===== src/rtl/fir_pkg.sv =====
// Shared definitions for the FIR coefficient loader and the decimator it feeds:
// loader FSM state encoding and default parameter values.
package fir_pkg;

  typedef enum logic [1:0] {
    ST_IDLE   = 2'd0,
    ST_LOAD   = 2'd1,
    ST_SETTLE = 2'd2,
    ST_ERR    = 2'd3
  } fir_state_e;

  localparam int ORD_DEF        = 255;
  localparam int COEFF_SIZE_DEF = 16;
  localparam int TIMEOUT_DEF    = 1024;
  localparam int SETTLE_DEF     = 4;

endpackage


===== src/rtl/fir_coeff_loader.sv =====
// Streams ORD+1 coefficients into the decimator coefficient RAM, one write per
// accepted word, with stall timeout, abort and a post-load settle window.
module fir_coeff_loader
  import fir_pkg::*;
#(
  parameter int ORD        = ORD_DEF,
  parameter int COEFF_SIZE = COEFF_SIZE_DEF,
  parameter int TIMEOUT    = TIMEOUT_DEF,
  parameter int SETTLE     = SETTLE_DEF,
  localparam int AW        = $clog2(ORD + 1),
  localparam int SCW       = $clog2(TIMEOUT),
  localparam int STW       = $clog2(SETTLE + 1)
) (
  input  logic                         clk,
  input  logic                         rst,
  input  logic                         start,
  input  logic                         abort,
  input  logic                         s_valid,
  input  logic signed [COEFF_SIZE-1:0] s_data,
  output logic                         s_ready,
  output logic                         c_we,
  output logic signed [COEFF_SIZE-1:0] c_in,
  output logic [AW-1:0]                c_addr,
  output logic                         busy,
  output logic                         done,
  output logic                         err
);

  fir_state_e     state_q, state_d;
  logic [AW-1:0]  wcnt_q, wcnt_d;
  logic [SCW-1:0] scnt_q, scnt_d;
  logic [STW-1:0] stcnt_q, stcnt_d;
  logic           done_d, err_d, busy_d;
  logic           hs;

  // abort blocks acceptance in the same cycle, so a colliding word is never written
  assign s_ready = (state_q == ST_LOAD) && !abort;
  assign hs      = s_valid && s_ready;

  always_comb begin
    state_d = state_q;
    wcnt_d  = wcnt_q;
    scnt_d  = scnt_q;
    stcnt_d = stcnt_q;
    done_d  = 1'b0;
    err_d   = err;
    unique case (state_q)
      ST_IDLE: begin
        if (start) begin
          state_d = ST_LOAD;
          wcnt_d  = '0;
          scnt_d  = '0;
          err_d   = 1'b0;
        end
      end
      ST_LOAD: begin
        if (abort) begin
          state_d = ST_ERR;
          err_d   = 1'b1;
        end else if (s_valid) begin
          scnt_d = '0;
          if (wcnt_q == AW'(ORD)) begin
            state_d = ST_SETTLE;
            stcnt_d = '0;
          end else begin
            wcnt_d = wcnt_q + 1'b1;
          end
        end else if (scnt_q == SCW'(TIMEOUT - 1)) begin
          state_d = ST_ERR;
          err_d   = 1'b1;
        end else begin
          scnt_d = scnt_q + 1'b1;
        end
      end
      ST_SETTLE: begin
        // counts the final-write cycle plus SETTLE more before reporting done
        if (stcnt_q == STW'(SETTLE)) begin
          state_d = ST_IDLE;
          done_d  = 1'b1;
        end else begin
          stcnt_d = stcnt_q + 1'b1;
        end
      end
      ST_ERR:  state_d = ST_IDLE;
      default: state_d = ST_IDLE;
    endcase
    busy_d = (state_d == ST_LOAD) || (state_d == ST_SETTLE);
  end

  // Registered state, counters and write port (one-cycle write latency)
  always_ff @(posedge clk) begin
    if (rst) begin
      state_q <= ST_IDLE;
      wcnt_q  <= '0;
      scnt_q  <= '0;
      stcnt_q <= '0;
      c_we    <= 1'b0;
      c_in    <= '0;
      c_addr  <= '0;
      busy    <= 1'b0;
      done    <= 1'b0;
      err     <= 1'b0;
    end else begin
      state_q <= state_d;
      wcnt_q  <= wcnt_d;
      scnt_q  <= scnt_d;
      stcnt_q <= stcnt_d;
      c_we    <= hs;
      if (hs) begin
        c_in   <= s_data;
        c_addr <= wcnt_q;
      end
      busy <= busy_d;
      done <= done_d;
      err  <= err_d;
    end
  end

endmodule


===== config.mk =====
export PLATFORM = sky130hd
export DESIGN_NAME = fir_coeff_loader
export DESIGN_NICKNAME = d
export VERILOG_FILES = /design/src/rtl/fir_pkg.sv /design/src/rtl/fir_coeff_loader.sv
export SDC_FILE = /design/constraint.sdc
export NUM_CORES = 1
export LEC_CHECK = 0
export BUFFER_PORTS_ARGS = -buffer_cell sky130_fd_sc_hd__buf_2
export CELL_PAD_IN_SITES_DETAIL_PLACEMENT = 0
export CELL_PAD_IN_SITES_GLOBAL_PLACEMENT = 1
export CORE_MARGIN = 1.5
export CORE_UTILIZATION = 28
export CTS_CLUSTER_DIAMETER = 60
export DETAILED_ROUTE_END_ITERATION = 6
export HOLD_SLACK_MARGIN = 0.15
export MAX_ROUTING_LAYER = met4
export PLACE_DENSITY_LB_ADDON = 0.08
export SETUP_SLACK_MARGIN = 0.3
export SYNTH_ARGS = -nofsm -noshare
export SYNTH_HDL_FRONTEND = slang
export SYNTH_SLANG_ARGS = --single-unit

===== constraint.sdc =====
create_clock -name clk -period 2.8 [get_ports clk]
set_input_delay 0.56 -clock clk [delete_from_list [all_inputs] [get_ports clk]]
set_output_delay 0.56 -clock clk [all_outputs]
set_load 0.05 [all_outputs]

==> results summary <==
The run finished with clean final reports. The first global-routing pass estimated 8.45 mm of wire. The worst slew margin relative to its limit came out at slightly above 60%. After detailed routing, the number of vias per cell comes to 4.67. Measured on the finished design, the core utilization comes to between 30% and 40%. In this run the worst hold path is classified as flip-flop to flip-flop.

The count of endpoints failing setup in the final report is 0. The critical path is of the flip-flop to output pin type. The largest fanout on the critical path is 12. The net switching power is 325 µW. The final layout net count came out at 333. The proportion of power drawn by combinational gates is approximately a tenth. The tree is rooted in a clkbuf_8. The post-layout minimum cycle time came out at 2000 ps.

The cell accounting for the most synthesized area is dfxtp_1. After routing, the total negative slack on setup checks comes to 0 ps. The leading cell type by number of instances after synthesis is nand2_1.

The routing usage on met2 is roughly a fifth. Once detail routing completed, the nets flagged for antenna violations numbered 0. The fraction of synthesized cell area taken by the top area cell type is between 40 and 50%.

The sequential fraction of the synthesis area is between 40% and 50%. The switching portion of total power came out at around a quarter. Data arrives at the worst endpoint at about 1400 ps.

The worst-case setup margin in the final layout came out at 803 ps. In the final layout, the share of cells above drive strength 1 is between 20% and 30%. The number of H-tree branching levels is 2. The first TritonRoute pass finished after 4 iterations. The number of buffers added for setup after CTS came out at 0.

The deepest clock path buffer count came out at 2. The share of cell area taken by muxes after synthesis came out at less than 1%. The met3 track demand over resource is ~3.4%. The critical path required time came out at about 2200 ps. The worst IR drop on VDD came out at around 0.23 mV. The total inserted antenna cells came out at 0. For this run, global-route usage on met1 was measured as 17.1%.

The full die area is 0.00820 mm². The initial core utilization came out at 29.3%. The total count of hold-check failures in the final report came out at 0. The critical path's largest stage delay came out at ~630 ps.

The post-synthesis instance area is ~0.0021 mm². The clock slew at the register clock pins of the worst setup and hold paths came out at about 90 ps. The average instance in the mapped netlist occupies between 8 and 9 µm². After detailed routing, the number of remaining DRC violations is 0. The largest family of logic cells by synthesized area is simple AND/OR/NAND/NOR gates.

At the end of routability-driven placement, the weighted congestion stood at 0.749. The net count after synthesis came out at ~290. The post-cts gate resize count came out at 0. The number of design-rule violations left by the first detailed-router iteration came out at 71.

Setup repair after global routing left no endpoint under its margin. The endpoint class of the critical path is an output pin. The clock skew after layout is slightly below 3 ps. The predominant post-synthesis flop cell is dfxtp_1. The routed wire length came out at a little over 5 mm. The synthesized-area fraction occupied by ao, oa, aoi and oai cells came out at between 15 and 20%.

The floorplan has 31 rows. From left edge to right edge, the die measures roughly 91 µm. The internal power summed over all cells is around 960 µW. Sequential cells burn between 50% and 60% of the power. The clock network fraction of total power came out at about a third.

After technology mapping, the gate count stands at 260. The later-pin clock latency in the skew report is ~300 ps. From synthesis to final layout, the design area changed by 20.3%. Max-cap violations in this run came to 0. The number of CTS-inserted buffers came out at 5. STA classifies the critical path startpoint as a flip-flop.

Walking the worst path, the cells encountered are nand2b_1 > nor2_1 > buf_2. The top-level port count came out at 50. The initial antenna violation count came out at 0. The clock net sink count came out at a little over 50. met2 is the most crowded layer.

The flip-flop and latch count after synthesis is just over 50. The max-slew violation count is 0. The die is ~91 µm tall. For this run, the number of Yosys warnings is 0. OpenSTA, run right after detailed placement, puts the worst setup slack at 780 ps. In the post-synthesis netlist, the biggest area contributors are dfxtp_1, nand2_1, a21oi_1.

The routed layout has approximately 1900 vias. The post-synthesis share of cell area spent on full adders, half adders and majority gates came out at under 10%. By count the netlist is led by nand2_1, dfxtp_1, a21oi_1.

In this run the standard cell core region covers roughly 0.0073 mm². The total routing resource utilization after global routing is a little over an eighth. The leakage power figure is 0.987 nW.

The unique cell type count in the Yosys netlist is 35. On the critical path, the stage with the largest delay is an instance of dfxtp_1. Of the total synthesized cell area, the portion taken by AND, OR, NAND and NOR gates is roughly a quarter.

TritonCTS built the clock tree. The number of global-route vias before repair came to 1721. For this run, the top clock speed supported by timing is around 500 MHz.

The instance area at placement came out at roughly 0.0025 mm². The count of hold-fix buffers inserted at cts came out at 0. The area share of xor/xnor cells in the synthesized design came out at 3.26%.

The transition time at the pin with the least slew margin is around 570 ps. Power spread over the standard cell area amounts to 499 mW/mm². The overflow left after global routing came out at 0. The detailed-placement wirelength estimate is ~3.5 mm. The number of I/O port buffers is a little under 50. The final clock period utilization by the worst path is 71.3%. The total non-filler cell area in the finished layout came out at around 0.0026 mm². Entering global routing, the biggest net connects 27 pins. The average routed wire per standard cell is roughly 13 µm. After synthesis, the share of flip-flops with an asynchronous set or reset is 0%. Yosys mapped a number of flops with a built-in enable equal to 0.
[stage by stage]
step | power, mW | hold WS [ps] | cells
after global placement | 0.883 | 442 | 400
after global routing | 1.36 | 475 | 407
after floorplan | 0.841 | 437 | 260
final | 1.29 | 455 | 407
after CTS | 1.32 | 460 | 407
after detailed placement | 0.882 | 446 | 400
[critical path: cells and delay by family (launching register included)]
family	cells	cell delay, ps
buf+inv	1	210
flops	1	630
simple gates	2	310
[cell families after synthesis]
logic type	count (synthesis)
and+or+nand+nor	120
xor gates and xnor gates	8
buffers and inverters	15
muxes	1
DFF	51
adders and majority gates	4
AOI/OAI and AO/OA	61
[power groups by stage]
stage / Combinational (mW) / Clock (mW) / Sequential [mW]
2_1_floorplan: 0.0665 / 0 / 0.774
3_3_place_gp: 0.123 / 0 / 0.760
3_5_place_dp: 0.122 / 0 / 0.760
4_1_cts: 0.122 / 0.452 / 0.743
5_1_grt: 0.132 / 0.479 / 0.745
6_report: 0.120 / 0.426 / 0.743
[layout make-up]
type                       instances  area, µm²
fill                             800       4750
multi-input combinational        194       1070
sequential                        51       1020
timing repair buffer              52        268
tap                               99        124
clock buffer                       6       82.6
inverter                           4       15.0
clock inverter                     1       5.00
[cell usage in the layout (no fill, tap or decap), drive strengths merged, types with 6 or more instances in the layout]
master / instances
clkbuf: 6
nor2: 20
dfxtp: 51
nand2: 56
buf: 52
or3: 6
o21ai: 9
nand4: 7
a21oi: 41
nand3: 10
[layer usage]
layer / vias up / part of all wire, % / routed length (µm)
met5: - / 0 / 0
met3: 8 / 4.1 / 212
met1: 877 / 50 / 2570
met4: 0 / 0.99 / 51
li1: 986 / - / -
met2: 30 / 45 / 2300
[sequential cells by signal (all words and copies together) (netlist names)]
register	cells
c_in	16
state_q	2
scnt_q	10
c_we	1
c_addr	8
wcnt_q	8
err	1
done	1
busy	1
stcnt_q	3
[path summary, 6_finish.rpt]
| kind | start | end | slack (ps) | depth (start not counted) |
|---|---|---|---|---|
| setup reg to reg | scnt_q[0] | scnt_q[6] | 870 | 6 |
| hold / removal | c_addr[5] | c_addr[5] | 450 | 2 |
| hold reg to reg | c_addr[5] | c_addr[5] | 450 | 2 |
| setup / recovery | state_q[1] | s_ready | 800 | 3 |
No activity file was read; power rests on OpenSTA's default activity.
